File: src/rtl/window_mac4x4.sv
// 4x4 window x signed filter multiply-accumulate, one window row per cycle.
// Emits the full 20-bit sum and a ReLU'd, shifted, 8-bit saturated activation.
module window_mac4x4 #(
  parameter int SHIFT = 7
) (
  input  logic         clk,
  input  logic         rst,
  input  logic [127:0] window,
  input  logic         start,
  input  logic         load_w,
  input  logic [127:0] weights,
  output logic         ready,
  output logic         busy,
  output logic         valid,
  output logic [19:0]  psum,
  output logic [7:0]   act
);

  typedef enum logic [1:0] {S_IDLE, S_ACC, S_DONE} state_t;

  state_t             r_state, w_next;
  logic [1:0]         r_row;
  logic signed [19:0] r_acc;
  logic [15:0][7:0]   r_win;
  logic [15:0][7:0]   r_wt;
  logic signed [19:0] r_psum;
  logic [7:0]         r_act;

  logic signed [15:0] w_prod [4];
  logic signed [17:0] w_row_sum;
  logic signed [19:0] w_sum;
  logic signed [19:0] w_shr;
  logic [7:0]         w_act;

  // Pixels are unsigned, so zero-extend before the signed multiply.
  for (genvar c = 0; c < 4; c++) begin : g_lane
    logic [3:0] w_idx;
    assign w_idx     = {r_row, 2'(c)};
    assign w_prod[c] = $signed({8'd0, r_win[w_idx]}) *
                       $signed({{8{r_wt[w_idx][7]}}, r_wt[w_idx]});
  end

  assign w_row_sum = {{2{w_prod[0][15]}}, w_prod[0]} + {{2{w_prod[1][15]}}, w_prod[1]}
                   + {{2{w_prod[2][15]}}, w_prod[2]} + {{2{w_prod[3][15]}}, w_prod[3]};
  assign w_sum     = r_acc + {{2{w_row_sum[17]}}, w_row_sum};
  assign w_shr     = w_sum >>> SHIFT;
  assign w_act     = w_sum[19]          ? 8'd0   :
                     (w_shr > 20'sd255) ? 8'd255 : w_shr[7:0];

  always_comb begin
    w_next = r_state;
    case (r_state)
      S_IDLE:  if (start) w_next = S_ACC;
      S_ACC:   if (r_row == 2'd3) w_next = S_DONE;
      S_DONE:  w_next = S_IDLE;
      default: w_next = S_IDLE;
    endcase
  end

  always_ff @(posedge clk) begin
    if (rst) begin
      r_state <= S_IDLE;
      r_row   <= '0;
      r_acc   <= '0;
      r_win   <= '0;
      r_wt    <= '0;
      r_psum  <= '0;
      r_act   <= '0;
    end else begin
      r_state <= w_next;
      case (r_state)
        S_IDLE: begin
          if (load_w) r_wt <= weights;
          if (start) begin
            r_win <= window;
            r_acc <= '0;
            r_row <= '0;
          end
        end
        S_ACC: begin
          r_acc <= w_sum;
          r_row <= r_row + 2'd1;
          if (r_row == 2'd3) begin
            r_psum <= w_sum;
            r_act  <= w_act;
          end
        end
        default: ;
      endcase
    end
  end

  assign ready = (r_state == S_IDLE);
  assign busy  = (r_state == S_ACC);
  assign valid = (r_state == S_DONE);
  assign psum  = r_psum;
  assign act   = r_act;

endmodule

File: config.mk
export PLATFORM = sky130hd
export DESIGN_NAME = window_mac4x4
export DESIGN_NICKNAME = d
export VERILOG_FILES = /design/src/rtl/window_mac4x4.sv
export SDC_FILE = /design/constraint.sdc
export NUM_CORES = 1
export LEC_CHECK = 0
export ABC_AREA = 0
export CAP_MARGIN = 30
export CORE_ASPECT_RATIO = 0.75
export CORE_UTILIZATION = 30
export CTS_CLUSTER_SIZE = 25
export DETAILED_ROUTE_END_ITERATION = 7
export PLACE_DENSITY = 0.55
export SLEW_MARGIN = 0
export SYNTH_ARGS = -nofsm -noshare
export SYNTH_HDL_FRONTEND = slang
export SYNTH_SLANG_ARGS = --single-unit
File: constraint.sdc
create_clock -name clk -period 25.7 [get_ports clk]
set_clock_uncertainty 0.1 [all_clocks]
set_input_delay 5.14 -clock clk [delete_from_list [all_inputs] [get_ports clk]]
set_output_delay 5.14 -clock clk [all_outputs]
set_load 0.05 [all_outputs]
After elaboration in Yosys (flattened, before gate mapping)
Cells that the tools add are included.
- register bits: 308
- input port bits: 260
- output and inout port bits: 31
- word-level logic and storage cells: 88
- add/sub/neg operators: 5
- multipliers: 4
- order comparisons: 5
- eq/ne operators: 5
- mux-type cells: 25
- reductions and logical operators: 7
- operators by type and width (operator ; count):
    binary-select mux 8 bit (select 2 bit) ; 8
    2-to-1 mux 8 bit ; 10
    multiplier 9 x 8 -> 16 bit ; 4
    one-hot mux 20 bit (2 select lines) ; 1
    adder 20 bit ; 1
    less-than comparator 4 x 5 -> 1 bit, second input constant ; 4
    2-to-1 mux 20 bit ; 1
    adder 17 x 16 -> 18 bit ; 1
    adder 18 bit ; 1
    adder 16 x 16 -> 17 bit ; 1
    greater-than comparator 13 x 9 -> 1 bit, second input constant ; 1
    AND reduction 2 bit ; 5
    one-hot mux 2 bit (2 select lines) ; 2
    2-to-1 mux 2 bit ; 3
    equality test 2 bit, second input constant ; 2
    adder 2 x 1 -> 2 bit, second input constant ; 1
    equality test 2 x 1 -> 1 bit, second input constant ; 1
    logical NOT 2 bit ; 1
    inequality test 2 x 1 -> 1 bit, second input constant ; 1
    inequality test 2 bit, second input constant ; 1
    nonzero test 2 bit ; 1

Logic depth before layout (Yosys ltp)
- depth in word-level cells: 10
- depth in mapped cells: 44
- gate-level depth less buffers: 41

Least setup slack after synthesis
Ideal clock, no wire load.
- path kind: register -> register
- from: reg r_row[0]
- to: reg r_act[1], in the netlist act[1]
- setup time: 123 ps
- arrival time: 9436 ps
- slack: 16041 ps
- stages on the path, launching flop included: 44
- path buffers: 3
- period minus slack after synthesis: 9659 ps
- cells stage by stage: dfxtp_1 -> clkbuf_1 -> buf_1 -> mux4_2 -> and2_1 -> ha_1 -> inv_1 -> fa_1 -> inv_1 -> ha_1 -> inv_1 -> fa_1 -> inv_1 -> ha_1 -> fa_1 -> a21o_1 -> a21oi_1 -> o21bai_1 -> [... 8 more ...] -> ha_1 -> or3_1 -> a211o_1 -> and3_1 -> o21ai_0 -> nand2b_1 -> xor2_1 -> ha_1 -> clkbuf_1 -> a21oi_1 -> nor2b_1 -> o21ai_0 -> nand2b_1 -> nor3_1 -> a21oi_2 -> xor2_2 -> nor4b_1 -> o21ai_2
- word-level cells in the longest chain between the ends: 10
- elaborated cells between the ends (all ways): 29
- those cells by class: add/sub: 4; mul: 4; order compare: 1; eq/ne: 1; mux: 18; reduce/logical: 1
- RTL lines (what ; RTL line ; RTL):
    start: declaration ; 22 ; logic [1:0] r_row;
    start signal: assignment ; 82 ; r_row <= r_row + 2'd1;
    binary-select mux 8 bit (select 2 bit) (on tied branches) ; 39, 40 ;
    2-to-1 mux 8 bit (on tied branches) ; 39, 40 ;
    multiplier 9 x 8 -> 16 bit ; 39 ; assign w_prod[c] = $signed({8'd0, r_win[w_idx]}) *
    adder 16 x 16 -> 17 bit ; 43 ; assign w_row_sum = {{2{w_prod[0][15]}}, w_prod[0]} + {{2{w_prod[1][15]}}, w_prod[1]}
    adder 17 x 16 -> 18 bit ; 44 ; + {{2{w_prod[2][15]}}, w_prod[2]} + {{2{w_prod[3][15]}}, w_prod[3]};
    adder 18 bit ; 44 ;
    adder 20 bit ; 45 ; assign w_sum = r_acc + {{2{w_row_sum[17]}}, w_row_sum};
    greater-than comparator 13 x 9 -> 1 bit ; 48 ; (w_shr > 20'sd255) ? 8'd255 : w_shr[7:0];
    2-to-1 mux 8 bit ; 48 ;
    2-to-1 mux 8 bit ; 47 ; assign w_act = w_sum[19] ? 8'd0 :
    end signal: assignment ; 85 ; r_act <= w_act;
    end: declaration ; 27 ; logic [7:0] r_act;
Several ways; a longest one is shown, not always the timed one. The select of a mux whose other input is x is not followed.
A chain may end at the register's enable or synchronous reset.

Worst setup path in the final report
Ends and elaborated chain as after synthesis.

==> flow_summary.yaml <==
placement:
  hpwl_mm: 51.1
  dp_cells: 3890
  port_buffers: 290
  place.gp.congestion: 0.835
setup_path:
  end_kind: "flip-flop"
  required_ps: 26060
  worst-path-max-fanout: 42
  crit_type: "reg2reg"
  crit_arrival_ps: 11170
  cp-start-kind: "flip-flop"
  reg2reg_depth: 41
  cpPeakStageDelay_ps: 780
  path_common_cell: "inv_1"
  r2r-end: "act[1]"
  r2r_start: "r_row[0]"
  worst_path_max_delay_cell: "buf_4"
  reg2reg_slack_ps: 14880
floorplan:
  die-area_sq_um: 77700
  die_h_um: 242
  initial_core_util_pct: 30.4
  core-area_sq_um: 75400
  row_count: 87
  io_pins: 291
  die-width_um: 321
sta:
  post-route-period-util_pct: 42.1
  period_minus_slack_ps: 10820
  hold_viol: 0
  finalSetupViolations: 0
  slew_violations: 0
  relSlewSlack_pct: 31.5
  tns_ps: 0
  rsz0062_at_grt: "false"
  tightest_slew_ps: 1030
  max_clock_freq_ghz: 0.0925
synthesis:
  postSynthAreaPerCell_sq_um: 8.56
  ys_seq_elements: 308
  synthFlopType: "dfxtp_1"
  synth_cell_type_count: 57
  synthCells: 2684
  yosysSeqAreaShare_pct: 26.8
  syn_area_sq_um: 23000
  synth_warnings: 0
  synthArstFlopShare_pct: 0
  synth_edf_count: 0
  syn-num-nets: 3323
layout:
  layout_commonest_cell: "nand2_1"
  drive_gt1_share_pct: 6.25
  nets: 3545
  syn_to_final_growth_pct: 22.2
  final_cell_count_no_fill: 3954
  seqCellArea_sq_um: 6170
  final_cell_mix: "nand2_1 (654), a21oi_1 (337), dfxtp_1 (306)"
  multi_input_area_sq_um: 15200
  fillers: 7795
clocking:
  cts_setup_buffers: 0
  cts-root-buf: "clkbuf_16"
  cts.sinks: 308
  htree_levels: 2
  cts_buffers: 37
  clk_pin_slew_ps: 70
  cts_tree: "yes"
  clock_path_buffers: 3
  clk_latency_ps: 580
  hold_buffers: 0
  post_cts_resized: 0
pwr:
  ir_drop_uv: 57.1
  p_leak_nw: 12.2
  power_density_nw_per_um2: 64.8
global_route:
  grt_usage_pct: 16.8
  grt_first_pass_wirelength_mm: 103
  grt_max_degree: 152
  antenna_found_initial: 9
  grt_overflow_total: 0
  grt_pass1_vias: 17988
drt:
  vias: 18448
  firstDrtPassIters: 5
  ant_nets: 0
  wl_mm: 66.3
  drt_iter0_drc: 1186
  wl_per_cell_um: 16.8
  via_per_inst: 4.67
  route.detailed.drc: 0
hold_path:
  worstHoldStart: "r_wt[88]"
  hold_path_depth: 2
  hp-class: "reg2reg"
  whs_endpoint: "r_wt[88]"
status:
  status: "completed"
run:
  drv_cap: 0
==> critical path: cells and delay by family (launching register included) <==
family	cells	cell delay, ps
AOI/OAI and AO/OA	12	2030
xor gates and xnor gates	3	490
adders and majority gates	10	3860
buffers and inverters	7	1050
DFF	1	750
muxes	1	720
and+or+nand+nor	8	1640
==> synthesized netlist by cell type (7+ instances only) <==
master / n / area [sq um]
xnor2_1: 60 / 526
mux4_2: 61 / 1370
a21oi_1: 337 / 1690
and2_1: 156 / 976
o21ai_2: 13 / 114
or2_2: 8 / 50.1
o21ai_0: 9 / 45.0
nor3_1: 11 / 55.1
a21o_1: 23 / 173
dfxtp_1: 308 / 6170
nand2b_1: 15 / 93.8
ha_1: 197 / 2460
clkbuf_1: 106 / 398
nor2_1: 74 / 278
a211oi_1: 7 / 52.6
fa_1: 182 / 3640
nor4_1: 7 / 43.8
nand3_1: 23 / 115
xor2_1: 23 / 201
nand2_1: 656 / 2460
o21a_1: 7 / 52.6
nor2b_1: 10 / 62.6
o21bai_1: 20 / 150
inv_1: 296 / 1110
==> final cells by class <==
class / instances / area share (%)
timing repair buffer: 302 / 10.8
clock buffer: 46 / 3.63
antenna: 2 / 0.0178
clock inverter: 16 / 0.749
tap: 1023 / 4.56
multi-input combinational: 1961 / 54.3
sequential: 308 / 22.0
inverter: 296 / 3.96
==> how the worst max path moves through the flow <==
stage / startpoint / to / slack [ps] / depth (start not counted)
floorplan: r_row[0] / act[1] / 16040 / 43
global placement: r_row[0] / act[1] / 14930 / 41
detailed placement: r_row[0] / act[1] / 14840 / 41
CTS: r_row[0] / act[1] / 14810 / 41
global route: r_row[0] / act[1] / 14260 / 41
finish: r_row[0] / act[1] / 14880 / 41
==> registers in the layout (all words and copies together), names as in the netlist <==
| register | cells |
|---|---|
| act | 8 |
| r_win | 128 |
| r_state | 2 |
| psum | 20 |
| r_wt | 128 |
| r_acc | 20 |
| r_row | 2 |
==> report_power, final <==
group / internal [W] / leakage (nW) / switching [W]
Sequential: 0.000510 / 2.53 / 0.0000213
Clock: 0.000306 / 0.590 / 0.000228
Combinational: 0.000291 / 9.11 / 0.000460
Total: 0.00111 / 12.2 / 0.000710
==> routing by layer <==
metal,vias up,part of all wire (%),GRT usage [%]
li1,9126,-,-
met1,8898,48,24.4
met2,321,45,25.7
met3,87,4.8,3.08
met4,16,1.8,3.96
met5,-,0.16,0
==> cells by family after synthesis <==
group | after synthesis | synth area share, %
AO/OA/AOI/OAI | 452 | 11.5
AND/OR/NAND/NOR | 978 | 18.6
multiplexers | 67 | 6.26
XOR/XNOR | 85 | 3.31
adder cells (fa/ha/maj) | 379 | 26.6
flip-flops | 308 | 26.8
buffers and inverters | 415 | 6.85
==> metrics by stage <==
step                hold WS (ps)  worst slack (ps)  total power [W]  util [%]  area [sq um]
global placement             341             14930          0.00129      35.5         26800
floorplan                    333             16040          0.00107         -         23000
detailed placement           345             14840          0.00129      35.6         26800
global route                 364             14260          0.00193      37.2         28100
finish                       351             14880          0.00182      37.2         28100
CTS                          353             14810          0.00183      37.2         28100
Power figures use the tool's default switching activity.
